<file path="config.mk">
export PLATFORM = sky130hd
export DESIGN_NAME = store_sequencer_flat
export DESIGN_NICKNAME = d
export VERILOG_FILES = /design/src/rtl/store_sequencer_pkg.sv /design/src/rtl/store_sequencer_if.sv /design/src/rtl/store_sequencer_lane_gen.sv /design/src/rtl/store_sequencer.sv /design/src/flat_wrapper.sv
export SDC_FILE = /design/constraint.sdc
export NUM_CORES = 1
export LEC_CHECK = 0
export ABC_CLOCK_PERIOD_IN_PS = 2600
export BUFFER_PORTS_ARGS = -buffer_cell sky130_fd_sc_hd__buf_2
export CAP_MARGIN = 15
export CELL_PAD_IN_SITES_DETAIL_PLACEMENT = 2
export CELL_PAD_IN_SITES_GLOBAL_PLACEMENT = 2
export CORE_MARGIN = 2
export CORE_UTILIZATION = 31
export CTS_BUF_LIST = sky130_fd_sc_hd__clkbuf_8
export DETAILED_ROUTE_END_ITERATION = 16
export PLACE_DENSITY_LB_ADDON = 0.1
export SLEW_MARGIN = 15
export SYNTH_ARGS = -nofsm -noshare
export SYNTH_HDL_FRONTEND = slang
export SYNTH_SLANG_ARGS = --single-unit
</file>
<file path="constraint.sdc">
create_clock -name clk -period 2.6 [get_ports clk]
set_clock_uncertainty 0.15 [all_clocks]
set_input_delay 0.13 -clock clk [delete_from_list [all_inputs] [get_ports clk]]
set_output_delay 0.13 -clock clk [all_outputs]
set_load 0.01 [all_outputs]
</file>
<file path="src/rtl/store_sequencer_pkg.sv">
// Shared store opcode encodings and lane helpers for the DMEM store path.
// The FNC_* values mirror the core's opcode definitions for the store funct3 field.
package store_sequencer_pkg;

   localparam logic [2:0] FNC_SB = 3'b000;
   localparam logic [2:0] FNC_SH = 3'b001;
   localparam logic [2:0] FNC_SW = 3'b010;

   // Unshifted byte mask for a store width; zero marks an illegal funct3.
   function automatic logic [3:0] fnc_base_mask(input logic [2:0] func3);
      case (func3)
         FNC_SB:  fnc_base_mask = 4'b0001;
         FNC_SH:  fnc_base_mask = 4'b0011;
         FNC_SW:  fnc_base_mask = 4'b1111;
         default: fnc_base_mask = 4'b0000;
      endcase
   endfunction

endpackage

</file>
<file path="src/rtl/store_sequencer_if.sv">
// Store request handshake plus DMEM write port and status outputs.
// A request transfers on a rising clk edge where req_valid && req_ready; req_* must stay stable while req_ready is 0.
interface store_sequencer_if #(
   parameter int MEM_AWIDTH = 14,
   parameter int CNT_WIDTH  = 16
);
   logic                  req_valid;
   logic                  req_ready;
   logic [31:0]           req_addr;
   logic [31:0]           req_data;
   logic [2:0]            req_func3;
   logic [MEM_AWIDTH-1:0] mem_addr;
   logic [31:0]           mem_din;
   logic [3:0]            mem_we;
   logic                  err;
   logic [CNT_WIDTH-1:0]  split_count;

   modport master (
      output req_valid, req_addr, req_data, req_func3,
      input  req_ready, mem_addr, mem_din, mem_we, err, split_count
   );

   modport slave (
      input  req_valid, req_addr, req_data, req_func3,
      output req_ready, mem_addr, mem_din, mem_we, err, split_count
   );
endinterface

</file>
<file path="src/rtl/store_sequencer_lane_gen.sv">
// Combinational byte-lane generator: mask and lane-shifted data across a 64-bit window.
// Bytes outside the store width are zeroed before the shift so uncovered lanes read 0.
module store_lane_gen
   import store_sequencer_pkg::*;
(
   input  logic [1:0]  off,
   input  logic [2:0]  func3,
   input  logic [31:0] data,
   output logic [7:0]  m8,
   output logic [63:0] d64,
   output logic        split,
   output logic        illegal
);
   logic [3:0]  base;
   logic [31:0] data_m;

   assign base    = fnc_base_mask(func3);
   assign illegal = (base == 4'b0000);
   assign data_m  = data & {{8{base[3]}}, {8{base[2]}}, {8{base[1]}}, {8{base[0]}}};
   assign m8      = {4'b0000, base} << off;
   assign d64     = {32'b0, data_m} << {off, 3'b000};
   assign split   = (m8[7:4] != 4'b0000);
endmodule

</file>
<file path="src/rtl/store_sequencer.sv">
// Sequences stores onto the byte-masked DMEM port, splitting word-crossing stores in two beats.
// Holds the FSM, the beat-1 holding registers and the saturating split counter.
module store_sequencer
   import store_sequencer_pkg::*;
#(
   parameter int MEM_AWIDTH = 14,
   parameter int CNT_WIDTH  = 16
)(
   input  logic              clk,
   input  logic              rst,
   store_sequencer_if.slave  bus,
   output logic [1:0]        dbg_state_o
);
   typedef enum logic [1:0] {
      IDLE  = 2'd0,
      WRITE = 2'd1,
      SPLIT = 2'd2
   } state_t;

   state_t                state_q, state_d;
   logic [MEM_AWIDTH-1:0] mem_addr_q, mem_addr_d;
   logic [31:0]           mem_din_q, mem_din_d;
   logic [3:0]            mem_we_q, mem_we_d;
   logic                  err_q, err_d;
   logic [MEM_AWIDTH-1:0] b1_addr_q, b1_addr_d;
   logic [31:0]           b1_din_q, b1_din_d;
   logic [3:0]            b1_we_q, b1_we_d;
   logic [CNT_WIDTH-1:0]  cnt_q, cnt_d;

   logic [7:0]            m8;
   logic [63:0]           d64;
   logic                  split;
   logic                  illegal;
   logic                  accept;
   logic                  pending;
   logic [MEM_AWIDTH-1:0] w0_addr;
   logic                  unused_addr_bits;

   store_lane_gen u_lane_gen (
      .off     (bus.req_addr[1:0]),
      .func3   (bus.req_func3),
      .data    (bus.req_data),
      .m8      (m8),
      .d64     (d64),
      .split   (split),
      .illegal (illegal)
   );

   assign unused_addr_bits = ^bus.req_addr[31:MEM_AWIDTH+2];
   assign w0_addr          = bus.req_addr[MEM_AWIDTH+1:2];
   assign pending          = (state_q == WRITE) && (b1_we_q != 4'b0000);
   assign bus.req_ready    = !pending;
   assign accept           = bus.req_valid && bus.req_ready;

   always_comb begin
      state_d    = IDLE;
      mem_addr_d = mem_addr_q;
      mem_din_d  = mem_din_q;
      mem_we_d   = 4'b0000;
      err_d      = 1'b0;
      b1_addr_d  = b1_addr_q;
      b1_din_d   = b1_din_q;
      b1_we_d    = 4'b0000;
      cnt_d      = cnt_q;
      if (pending) begin
         state_d    = SPLIT;
         mem_addr_d = b1_addr_q;
         mem_din_d  = b1_din_q;
         mem_we_d   = b1_we_q;
      end else if (accept) begin
         err_d = illegal;
         if (!illegal) begin
            state_d    = WRITE;
            mem_addr_d = w0_addr;
            mem_din_d  = d64[31:0];
            mem_we_d   = m8[3:0];
            // Word address wraps naturally at 2^MEM_AWIDTH.
            b1_addr_d  = w0_addr + {{(MEM_AWIDTH-1){1'b0}}, 1'b1};
            b1_din_d   = d64[63:32];
            b1_we_d    = m8[7:4];
            if (split && (cnt_q != {CNT_WIDTH{1'b1}})) begin
               cnt_d = cnt_q + {{(CNT_WIDTH-1){1'b0}}, 1'b1};
            end
         end
      end
   end

   always_ff @(posedge clk) begin
      if (rst) begin
         state_q    <= IDLE;
         mem_addr_q <= '0;
         mem_din_q  <= '0;
         mem_we_q   <= '0;
         err_q      <= 1'b0;
         b1_addr_q  <= '0;
         b1_din_q   <= '0;
         b1_we_q    <= '0;
         cnt_q      <= '0;
      end else begin
         state_q    <= state_d;
         mem_addr_q <= mem_addr_d;
         mem_din_q  <= mem_din_d;
         mem_we_q   <= mem_we_d;
         err_q      <= err_d;
         b1_addr_q  <= b1_addr_d;
         b1_din_q   <= b1_din_d;
         b1_we_q    <= b1_we_d;
         cnt_q      <= cnt_d;
      end
   end

   assign bus.mem_addr    = mem_addr_q;
   assign bus.mem_din     = mem_din_q;
   assign bus.mem_we      = mem_we_q;
   assign bus.err         = err_q;
   assign bus.split_count = cnt_q;
   assign dbg_state_o     = state_q;
endmodule

</file>
<file path="src/flat_wrapper.sv">
// flat-port wrapper written by rule: the top's interface ports become plain ports
module store_sequencer_flat import store_sequencer_pkg::*;
#(
   parameter int MEM_AWIDTH = 14,
   parameter int CNT_WIDTH  = 16
)
  (clk, rst, dbg_state_o, bus_req_valid, bus_req_addr, bus_req_data, bus_req_func3, bus_req_ready, bus_mem_addr, bus_mem_din, bus_mem_we, bus_err, bus_split_count);
  store_sequencer_if #(.MEM_AWIDTH(MEM_AWIDTH), .CNT_WIDTH(CNT_WIDTH)) bus_i ();
  input  logic clk;
  input  logic rst;
  output logic [1:0] dbg_state_o;
  input wire logic [$bits(bus_i.req_valid)-1:0] bus_req_valid;
  input wire logic [$bits(bus_i.req_addr)-1:0] bus_req_addr;
  input wire logic [$bits(bus_i.req_data)-1:0] bus_req_data;
  input wire logic [$bits(bus_i.req_func3)-1:0] bus_req_func3;
  output wire logic [$bits(bus_i.req_ready)-1:0] bus_req_ready;
  output wire logic [$bits(bus_i.mem_addr)-1:0] bus_mem_addr;
  output wire logic [$bits(bus_i.mem_din)-1:0] bus_mem_din;
  output wire logic [$bits(bus_i.mem_we)-1:0] bus_mem_we;
  output wire logic [$bits(bus_i.err)-1:0] bus_err;
  output wire logic [$bits(bus_i.split_count)-1:0] bus_split_count;
  assign bus_i.req_valid = bus_req_valid;
  assign bus_i.req_addr = bus_req_addr;
  assign bus_i.req_data = bus_req_data;
  assign bus_i.req_func3 = bus_req_func3;
  assign bus_req_ready = bus_i.req_ready;
  assign bus_mem_addr = bus_i.mem_addr;
  assign bus_mem_din = bus_i.mem_din;
  assign bus_mem_we = bus_i.mem_we;
  assign bus_err = bus_i.err;
  assign bus_split_count = bus_i.split_count;
  store_sequencer #(.MEM_AWIDTH(MEM_AWIDTH), .CNT_WIDTH(CNT_WIDTH)) u_core (.clk(clk), .rst(rst), .bus(bus_i), .dbg_state_o(dbg_state_o));
endmodule
</file>
==> impl_metrics.env <==
export IMPL_finalSetupTns_ps=0
export IMPL_max_stage_delay_ps=720
export IMPL_worstMarginPinSlew_ps=1020
export IMPL_first_iter_violations=200
export IMPL_ioPinCount=140
export IMPL_grt_start_max_net_pins=79
export IMPL_cts_max_level=3
export IMPL_rsz0062_at_grt="false"
export IMPL_endpoint_kind="flip-flop"
export IMPL_slew_headroom_pct=31.9
export IMPL_multiInputGateArea_um2=2710
export IMPL_worstPathMaxFanout=6
export IMPL_die_w_um=132
export IMPL_synth_edf_count=0
export IMPL_placementRows=46
export IMPL_drt_wl_total_um=20000
export IMPL_grt_pass1_wl_um=32100
export IMPL_timing_final_crit_share_pct=92.8
export IMPL_antenna_cells=0
export IMPL_initial_utilization_pct=31.9
export IMPL_finalCriticalPeriod_ps=2410
export IMPL_wl_per_cell_um=20.3
export IMPL_criticalPathCategory="flip-flop to flip-flop"
export IMPL_setup_viol_count_final=0
export IMPL_whs_ps=62.2
export IMPL_ir_drop_uv=233
export IMPL_synthCells=626
export IMPL_cts_sinks=110
export IMPL_hold_viol_final=0
export IMPL_place_ws_ps=287
export IMPL_nets=839
export IMPL_yosys_warnings=0
export IMPL_dp_hpwl_um=14300
export IMPL_core_um2=16000
export IMPL_status="finished, final reports clean"
export IMPL_layout_common_cells="buf_2, dfxtp_1, nor2_1"
export IMPL_path_clk_slew_ps=110
export IMPL_via_count=5402
export IMPL_portBuffers=123
export IMPL_drive_gt1_share_pct=22.8
export IMPL_grt_usage_pct=23.0
export IMPL_final_cells=987
export IMPL_clock_path_buffers=2
export IMPL_drc_errors=0
export IMPL_clock_latency_ps=380
export IMPL_synth_nets=698
export IMPL_grt_pass1_vias=5719
export IMPL_numCtsBuffers=9
export IMPL_fillers=1892
export IMPL_holdCritPathClass="primary input to flip-flop"
export IMPL_synth_top_flop_cell="dfxtp_1"
export IMPL_die_area_um2=17500
export IMPL_cts_root_buf="clkbuf_8"
export IMPL_dr_pass1_iters=4
export IMPL_drv_cap=0
export IMPL_layout_commonest_cell="buf_2"
export IMPL_slew_violations=0
export IMPL_critPathRequiredTime_ps=2740
export IMPL_power_density_nw_per_um2=499
export IMPL_path_cells="nand4_1 > nor4_1 > buf_4 > nor3b_1 > nand2_1 > mux2_2"
export IMPL_via_per_inst=5.47
export IMPL_synth_cell_type_count=48
export IMPL_syn_area_per_cell_um2=8.15
export IMPL_cts_tree="yes"
export IMPL_fp_dieH_um=132
export IMPL_final_util_pct=40.6
export IMPL_power_leakage_uw=0.00260
export IMPL_start_kind="flip-flop"
export IMPL_synth_area_um2=5100
export IMPL_post_cts_buffers=0
export IMPL_fin_ws_ps=188
export IMPL_antenna_found_initial=0
export IMPL_async_reset_ff_share_pct=0
export IMPL_max_freq_mhz=415
export IMPL_dp_cells=941
export IMPL_grt_overflow=0
export IMPL_gp_congestion=0.872
export IMPL_slowest_stage="nor4_1"
export IMPL_arrival_ps=2550
export IMPL_ys_seq_elements=110
export IMPL_ant_nets=0
export IMPL_ys_seq_area_share_pct=43.1
export IMPL_area_growth_pct=27.2
export IMPL_seqCellArea_um2=2200
## final timing paths
check / endpoint / from / slack [ps] / depth (start not counted)
min: u_core.b1_din_q[8] / rst / 60 / 2
max: u_core.bus.split_count[6] / u_core.bus.split_count[3] / 190 / 6
max reg2reg: u_core.bus.split_count[6] / u_core.bus.split_count[3] / 190 / 6
min reg2reg: u_core.b1_din_q[8] / u_core.b1_din_q[8] / 320 / 2
## registers in the layout (all words and copies together), names as in the netlist
register and cells:
u_core.b1_addr_q 14, u_core.b1_din_q 24, u_core.b1_we_q 3, u_core.bus.err 1, u_core.bus.mem_addr 14, u_core.bus.mem_din 32, u_core.bus.mem_we 4, u_core.bus.split_count 16
u_core.dbg_state_o 2
## logic make-up (layout without fill, tap and decap cells)
logic type | Yosys count | in the layout | synth area share, %
buf+inv | 53 | 198 | 4.04
mux | 14 | 14 | 2.87
fa+ha+maj | 2 | 2 | 0.490
simple gates | 282 | 282 | 26.3
compound gates | 147 | 147 | 20.0
xor+xnor | 18 | 18 | 3.09
flops | 110 | 110 | 43.1
## layout make-up
type	instances	share of cell area (%)
multi-input combinational	463	41.7
clock buffer	11	2.33
tap	216	4.16
sequential	110	33.9
clock inverter	4	0.366
inverter	5	0.289
timing repair buffer	178	17.2
## synth_stat cells (3+ instances only)
cell	count	share of area (%)
and4_1	4	0.69
inv_1	4	0.29
o31ai_1	8	1.2
nor2b_1	9	1.1
nand3_1	17	1.7
a311oi_1	14	2.4
or3_1	4	0.49
and3_1	3	0.37
a211oi_1	21	3.1
buf_1	4	0.29
nor4_1	12	1.5
mux2i_1	9	1.8
o21ai_0	20	2.0
nor3_1	41	4.0
a32oi_1	9	1.5
dfxtp_1	110	43
mux2_2	5	1.1
buf_2	3	0.29
a22oi_1	8	1.2
or4_1	9	1.3
nand3b_1	4	0.59
nor2_1	94	6.9
nand2b_1	4	0.49
a221oi_1	8	1.4
xnor2_1	8	1.4
a221o_1	8	1.6
nand2_1	64	4.7
a31oi_1	8	0.98
nand4_1	7	0.86
xor2_1	10	1.7
a21oi_1	34	3.3
clkbuf_1	40	2.9
## layer usage
layer	up-vias	global-route usage (%)	part of all wire, %
met5	-	0	0
met4	0	6.45	1.5
met3	16	2.61	2.8
met2	104	40.9	49
met1	2706	29.4	46
li1	2576	-	-
## report_power, final
part	total [uW]	leakage, uW	internal (uW)	switching [uW]
logic	478	0.00162	180	298
clock network	1000	0.0000886	392	608
registers	1760	0.000893	1730	26.0
## metrics by stage
| step | area (um^2) | power, uW |
|---|---|---|
| after floorplan | 5100 | 2030 |
| after global placement | 6000 | 2220 |
| after detailed placement | 6010 | 2240 |
| after CTS | 6490 | 3270 |
| after global routing | 6490 | 3380 |
| final | 6490 | 3240 |
## critical path, delay by kind of cell, from the launching register on
family,cells,cell delay [ps]
AND/OR/NAND/NOR,4,1120
multiplexers,1,330
buffers and inverters,1,270
flip-flops,1,440
## what timing repair did
item,in CTS,in global routing
hold buffers,31,0
endpoints found under the hold margin,51,0
gates resized for setup,0,0
No activity file was read; power rests on OpenSTA's default activity.
